## config.mk

```make
export PLATFORM = sky130hd
export DESIGN_NAME = instruction_fetch_unit
export DESIGN_NICKNAME = d
export VERILOG_FILES = /design/src/rtl/isa_pkg.sv /design/src/rtl/next_pc_select.sv /design/src/rtl/instruction_fetch_unit.sv
export SDC_FILE = /design/constraint.sdc
export NUM_CORES = 1
export LEC_CHECK = 0
export ABC_AREA = 1
export ABC_CLOCK_PERIOD_IN_PS = 1700
export BUFFER_PORTS_ARGS = -buffer_cell sky130_fd_sc_hd__buf_2
export CORE_ASPECT_RATIO = 0.5
export CORE_MARGIN = 4
export CORE_UTILIZATION = 45
export DETAILED_ROUTE_END_ITERATION = 7
export PLACE_DENSITY = 0.89
export REMOVE_ABC_BUFFERS = 1
export SYNTH_ARGS = -nofsm -noshare
export SYNTH_HDL_FRONTEND = slang
export SYNTH_SLANG_ARGS = --single-unit
```

## constraint.sdc

```tcl
create_clock -name clock -period 1.7 [get_ports clock]
set_input_delay 0.085 -clock clock [delete_from_list [all_inputs] [get_ports clock]]
set_output_delay 0.085 -clock clock [all_outputs]
set_load 0.02 [all_outputs]
```

## src/rtl/isa_pkg.sv

```systemverilog
// Shared ISA definitions for the fetch unit: widths, opcode encodings, fetch FSM states.
package isa_pkg;

    localparam int unsigned ADDR_W     = 10;
    localparam int unsigned INSTR_W    = 32;
    localparam int unsigned OPCODE_W   = 6;
    localparam int unsigned OPCODE_MSB = 31;
    localparam int unsigned OPCODE_LSB = 26;

    localparam logic [OPCODE_W-1:0] NOP        = 6'b000000;
    localparam logic [OPCODE_W-1:0] JUMP       = 6'b010101;
    localparam logic [OPCODE_W-1:0] BZ         = 6'b010011;
    localparam logic [OPCODE_W-1:0] PRE_BRANCH = 6'b011111;
    localparam logic [OPCODE_W-1:0] JR         = 6'b100011;
    localparam logic [OPCODE_W-1:0] HLT        = 6'b011100;
    localparam logic [OPCODE_W-1:0] INPUT      = 6'b011101;

    typedef enum logic [1:0] {
        RUN        = 2'd0,
        WAIT_INPUT = 2'd1,
        HALTED     = 2'd2
    } fetch_state_e;

endpackage

```

## src/rtl/next_pc_select.sv

```systemverilog
// Combinational next-PC selection for the RUN state.
// Ports: opcode/immediate from the fetched word, zero_latch from the last Pre Branch,
//        reg_target (register operand truncated to an address), pc -> next_pc_c.
module next_pc_select #(
    parameter int unsigned ADDR_W = isa_pkg::ADDR_W
) (
    input  logic [isa_pkg::OPCODE_W-1:0] opcode,
    input  logic [ADDR_W-1:0]            immediate,
    input  logic                         zero_latch,
    input  logic [ADDR_W-1:0]            reg_target,
    input  logic [ADDR_W-1:0]            pc,
    output logic [ADDR_W-1:0]            next_pc_c
);

    logic [ADDR_W-1:0] pc_inc;

    // Sequential successor; wraps naturally at the top of the address space.
    assign pc_inc = pc + ADDR_W'(1);

    always_comb begin
        next_pc_c = pc_inc;
        case (opcode)
            isa_pkg::JUMP: next_pc_c = immediate;
            isa_pkg::BZ:   next_pc_c = zero_latch ? immediate : pc_inc;
            isa_pkg::JR:   next_pc_c = reg_target;
            default:       next_pc_c = pc_inc;
        endcase
    end

endmodule

```

## src/rtl/instruction_fetch_unit.sv

```systemverilog
// Instruction fetch unit: drives the PC to the instruction ROM, registers the fetched
// word for decode, and handles jumps/branches, input stalls and halt.
// Ports: clock, reset_n (async active-low); instruction (ROM data, same cycle),
//        reg_value (register operand), input_valid (external input ready);
//        address (PC), instr_out/instr_valid (to decode), input_request, halted.
module instruction_fetch_unit #(
    parameter int unsigned ADDR_W  = isa_pkg::ADDR_W,
    parameter int unsigned INSTR_W = isa_pkg::INSTR_W
) (
    input  logic               clock,
    input  logic               reset_n,
    input  logic [INSTR_W-1:0] instruction,
    input  logic [31:0]        reg_value,
    input  logic               input_valid,
    output logic [ADDR_W-1:0]  address,
    output logic [INSTR_W-1:0] instr_out,
    output logic               instr_valid,
    output logic               input_request,
    output logic               halted
);

    isa_pkg::fetch_state_e state_q, state_d;

    logic [ADDR_W-1:0]            pc_q, pc_d;
    logic [INSTR_W-1:0]           instr_q, instr_d;
    logic                         valid_q, valid_d;
    logic                         req_q, req_d;
    logic                         halt_q, halt_d;
    logic                         zero_q, zero_d;
    logic [isa_pkg::OPCODE_W-1:0] opcode;
    logic [ADDR_W-1:0]            next_pc_c;

    assign opcode = instruction[isa_pkg::OPCODE_MSB:isa_pkg::OPCODE_LSB];

    next_pc_select #(
        .ADDR_W (ADDR_W)
    ) u_next_pc_select (
        .opcode     (opcode),
        .immediate  (instruction[ADDR_W-1:0]),
        .zero_latch (zero_q),
        .reg_target (reg_value[ADDR_W-1:0]),
        .pc         (pc_q),
        .next_pc_c  (next_pc_c)
    );

    // State and output registers.
    always_ff @(posedge clock or negedge reset_n) begin
        if (!reset_n) begin
            state_q <= isa_pkg::RUN;
            pc_q    <= '0;
            instr_q <= '0;
            valid_q <= 1'b0;
            req_q   <= 1'b0;
            halt_q  <= 1'b0;
            zero_q  <= 1'b0;
        end else begin
            state_q <= state_d;
            pc_q    <= pc_d;
            instr_q <= instr_d;
            valid_q <= valid_d;
            req_q   <= req_d;
            halt_q  <= halt_d;
            zero_q  <= zero_d;
        end
    end

    // Next-state and next-output logic; everything holds unless a state acts on it.
    always_comb begin
        state_d = state_q;
        pc_d    = pc_q;
        instr_d = instr_q;
        valid_d = 1'b0;
        req_d   = req_q;
        halt_d  = halt_q;
        zero_d  = zero_q;

        unique case (state_q)
            isa_pkg::RUN: begin
                instr_d = instruction;
                valid_d = 1'b1;
                pc_d    = next_pc_c;
                case (opcode)
                    isa_pkg::PRE_BRANCH: zero_d = (reg_value == 32'd0);
                    isa_pkg::HLT: begin
                        pc_d    = pc_q;
                        halt_d  = 1'b1;
                        state_d = isa_pkg::HALTED;
                    end
                    // Word is captured but only released to decode once input arrives.
                    isa_pkg::INPUT: begin
                        valid_d = 1'b0;
                        req_d   = 1'b1;
                        state_d = isa_pkg::WAIT_INPUT;
                    end
                    default: ;
                endcase
            end
            isa_pkg::WAIT_INPUT: begin
                if (input_valid) begin
                    valid_d = 1'b1;
                    req_d   = 1'b0;
                    state_d = isa_pkg::RUN;
                end
            end
            isa_pkg::HALTED: ;
            default: state_d = isa_pkg::RUN;
        endcase
    end

    assign address       = pc_q;
    assign instr_out     = instr_q;
    assign instr_valid   = valid_q;
    assign input_request = req_q;
    assign halted        = halt_q;

endmodule

```

==> impl_metrics.xml <==
<?xml version="1.0" encoding="UTF-8"?>
<metrics>
  <group name="grt">
    <metric name="global_route.usage.total" unit="%">19.10</metric>
    <metric name="initial_antenna_violation_count" unit="">0</metric>
    <metric name="grt_pass1_wl" unit="mm">10.23</metric>
    <metric name="largest_net_degree_at_the_start_of_global_routing" unit="">29</metric>
    <metric name="globalRoute.totalOverflow" unit="">0</metric>
    <metric name="vias_in_the_first_global_route" unit="">2285</metric>
  </group>
  <group name="synthesis">
    <metric name="yosys-top-cells-count" unit="">sky130_fd_sc_hd__dfrtp_1, sky130_fd_sc_hd__nand2_1, sky130_fd_sc_hd__nor2_1</metric>
    <metric name="yosysMostFrequentCell" unit="">sky130_fd_sc_hd__dfrtp_1</metric>
    <metric name="synth_sequential_area_ratio" unit="%">50.42</metric>
    <metric name="postSynthRegisterBits" unit="">48</metric>
    <metric name="yosys.area.top_type" unit="">sky130_fd_sc_hd__dfrtp_1</metric>
    <metric name="synth-main-ff-cell" unit="">sky130_fd_sc_hd__dfrtp_1</metric>
    <metric name="yosys-top-cells-area" unit="">sky130_fd_sc_hd__dfrtp_1, sky130_fd_sc_hd__mux2_2, sky130_fd_sc_hd__nand2_1, sky130_fd_sc_hd__nor2_1, sky130_fd_sc_hd__a21oi_1</metric>
    <metric name="synth_area_per_cell" unit="um^2">8.956</metric>
    <metric name="synth_edf_count" unit="">0</metric>
    <metric name="yosys_warnings" unit="">0</metric>
    <metric name="synthArstFlopShare" unit="%">100.0</metric>
    <metric name="syn-instance-count" unit="">266</metric>
    <metric name="netlist.area_leader.share" unit="%">50.42</metric>
    <metric name="yosysUniqueCellTypes" unit="">25</metric>
    <metric name="post_synth_instance_area" unit="um^2">2382</metric>
  </group>
  <group name="pwr">
    <metric name="power-per-cell-area" unit="nW/um^2">1515</metric>
    <metric name="peakVddDrop" unit="uV">659.2</metric>
    <metric name="leakagePower" unit="nW">1.652</metric>
  </group>
  <group name="clocking">
    <metric name="tritoncts" unit="">yes</metric>
    <metric name="cts_bufs_inserted" unit="">5</metric>
    <metric name="cts-root-buf" unit="">sky130_fd_sc_hd__clkbuf_8</metric>
    <metric name="cts.sink_count" unit="">48</metric>
    <metric name="htree_levels" unit="">2</metric>
    <metric name="clk_transition_reported_paths" unit="ns">0.09</metric>
    <metric name="cts_hold_buffers" unit="">1</metric>
    <metric name="cts_repair_resize_count" unit="">0</metric>
    <metric name="clock_path_buffers" unit="">2</metric>
    <metric name="postCtsSetupBuffers" unit="">0</metric>
    <metric name="clkLatencyLatePin" unit="ns">0.30</metric>
  </group>
  <group name="die">
    <metric name="floorplan.die.height" unit="um">59.45</metric>
    <metric name="floorplan.core_area" unit="um^2">5022</metric>
    <metric name="ios" unit="">112</metric>
    <metric name="die_footprint" unit="um^2">6593</metric>
    <metric name="die_width" unit="um">110.9</metric>
    <metric name="start_util" unit="%">47.43</metric>
    <metric name="core.rowCount" unit="">18</metric>
  </group>
  <group name="layout">
    <metric name="design.final.nets" unit="">452</metric>
    <metric name="utilization_after_layout" unit="%">63.00</metric>
    <metric name="antenna_cells" unit="">0</metric>
    <metric name="cell_area_after_layout" unit="um^2">3164</metric>
    <metric name="layout-area-overhead-vs-synth" unit="%">32.83</metric>
    <metric name="post_route_cells_drive_above_1_share" unit="%">41.04</metric>
  </group>
  <group name="placement">
    <metric name="gp_routability_congestion" unit="">0.8400</metric>
    <metric name="place_worst_setup_slack" unit="ns">0.2883</metric>
    <metric name="place_hpwl" unit="mm">4.987</metric>
    <metric name="numPortBuffers" unit="">111</metric>
    <metric name="detailed_place.area" unit="um^2">3048</metric>
  </group>
  <group name="critical_path">
    <metric name="critPathRequiredTime" unit="ns">1.89</metric>
    <metric name="reg_to_reg_endpoint" unit="">instr_out[13]$_DFFE_PN0P_</metric>
    <metric name="worstSetupEndpointType" unit="">flop</metric>
    <metric name="critical_path_arrival" unit="ns">1.62</metric>
    <metric name="worstPathMaxFanout" unit="">17</metric>
    <metric name="timing.rr.start" unit="">state_q[0]$_DFFE_PN0P_</metric>
    <metric name="crit_path_start_kind" unit="">flop</metric>
    <metric name="rrSetupSlack" unit="ns">0.27</metric>
    <metric name="r2r.worst_path.cells" unit="">3</metric>
    <metric name="timing.setup.critical_path_class" unit="">reg2reg</metric>
  </group>
  <group name="sta">
    <metric name="worst_pin_slew" unit="ns">0.4862</metric>
    <metric name="fin_worst_skew" unit="ns">0.004434</metric>
    <metric name="slew_viol_final" unit="">0</metric>
    <metric name="slew-limit-headroom" unit="%">67.59</metric>
    <metric name="min_period_over_period" unit="%">83.87</metric>
    <metric name="timing.final.setup_violations" unit="">0</metric>
    <metric name="unrepaired_setup_endpoints_after_global_routing" unit="">no</metric>
    <metric name="worst_hold_margin" unit="ns">0.007804</metric>
    <metric name="final.min_clock_period" unit="ns">1.426</metric>
    <metric name="setup_total_negative_slack" unit="ns">0</metric>
    <metric name="max_freq" unit="GHz">0.7014</metric>
    <metric name="hold_viol" unit="">0</metric>
    <metric name="final_critical_path_setup_slack" unit="ns">0.2743</metric>
  </group>
  <group name="route">
    <metric name="routed_via_density" unit="">4.875</metric>
    <metric name="num_vias" unit="">2218</metric>
    <metric name="detail_route.drc_violations" unit="">0</metric>
    <metric name="wl" unit="mm">6.263</metric>
    <metric name="number_of_antenna_violating_nets_in_the_routed_design" unit="">0</metric>
    <metric name="wl_per_cell" unit="um">13.76</metric>
    <metric name="drt_iter0_markers" unit="">126</metric>
    <metric name="drt_pre_antenna_iters" unit="">4</metric>
  </group>
  <group name="job">
    <metric name="drv_cap" unit="">0</metric>
  </group>
  <group name="worst_hold_path">
    <metric name="whs_endpoint" unit="">instr_out[22]$_DFFE_PN0P_</metric>
    <metric name="whs_path_depth" unit="">2</metric>
    <metric name="hold_path_class" unit="">in2reg</metric>
    <metric name="worst_hold_startpoint" unit="">instruction[22]</metric>
  </group>
  <group name="status">
    <metric name="run_status" unit="">finished clean</metric>
  </group>
</metrics>
[registers in the layout, summed over array words and instances, names as in the netlist]
signal	count
address	10
halted	1
input_request	1
instr_out	32
instr_valid	1
state_q	2
zero_q	1
[power breakdown]
group | internal, mW | switching (mW) | total [mW]
Sequential | 1.58 | 0.308 | 1.89
Combinational | 0.865 | 1.32 | 2.18
Clock | 0.333 | 0.396 | 0.729
Total | 2.77 | 2.02 | 4.80
[metrics by stage]
stage                     power (mW)  instances
after floorplan                3.271        261
after global placement         4.013        445
after CTS                      4.819        454
final                          4.795        455
after global routing           5.134        455
after detailed placement       4.096        445
[critical path, stage by stage, from the launching register on]
cell                      delay [ns]
sky130_fd_sc_hd__dfrtp_1        0.44
sky130_fd_sc_hd__nor2_4         0.25
sky130_fd_sc_hd__buf_4          0.26
sky130_fd_sc_hd__mux2_2         0.36
[area by class of cell]
| type | instances | area, um^2 |
|---|---|---|
| clock buffers | 6 | 82.58 |
| inverters | 28 | 105.1 |
| fillers | 421 | 1858 |
| clock inverters | 2 | 13.76 |
| multi-input cells | 185 | 1051 |
| repair buffers | 116 | 623.1 |
| well taps | 70 | 87.58 |
| flip-flops and latches | 48 | 1201 |
[cells in the final DEF, fill, tap and decap left out, drive strengths merged]
cell type and count:
buf 114, dfrtp 48, nand2 48, nor2 46, inv 29, a21oi 28
mux2 26, nand3 14, clkbuf 6, nand4 5, o21ai 5, nor4 4
xor2 3, nand3b 2, dlygate4sd3 2, nor3 1, and3 1, o21bai 1
ha 1, clkinv 1
[how the worst max path moves through the flow]
stage,start,endpoint,slack (ns)
after floorplan,state_q[0]$_DFFE_PN0P_,address[6]$_DFFE_PN0N_,-0.38
final,state_q[0]$_DFFE_PN0P_,instr_out[13]$_DFFE_PN0P_,0.27
after global routing,address[0]$_DFFE_PN0N_,address[8]$_DFFE_PN0N_,0.11
after detailed placement,state_q[0]$_DFFE_PN0P_,instr_out[13]$_DFFE_PN0P_,0.29
after global placement,state_q[0]$_DFFE_PN0P_,instr_out[15]$_DFFE_PN0P_,0.32
after CTS,state_q[0]$_DFFE_PN0P_,instr_out[13]$_DFFE_PN0P_,0.28
[cell families after synthesis]
| group | synth area share, % |
|---|---|
| and+or+nand+nor | 22.74 |
| DFF | 50.42 |
| buffers and inverters | 5.672 |
| adders and majority gates | 0.5251 |
| xor gates and xnor gates | 1.103 |
| muxes | 12.29 |
| AOI/OAI and AO/OA | 7.248 |
[layer usage]
metal,up-vias,global-route usage [%],part of all wire [%]
met5,-,0,0
met4,0,5.965,1.6
met3,16,4.281,4.3
met2,57,35.78,54
met1,1037,22.49,40
li1,1108,-,-
Note: power is estimated with default switching activity, not from simulation.
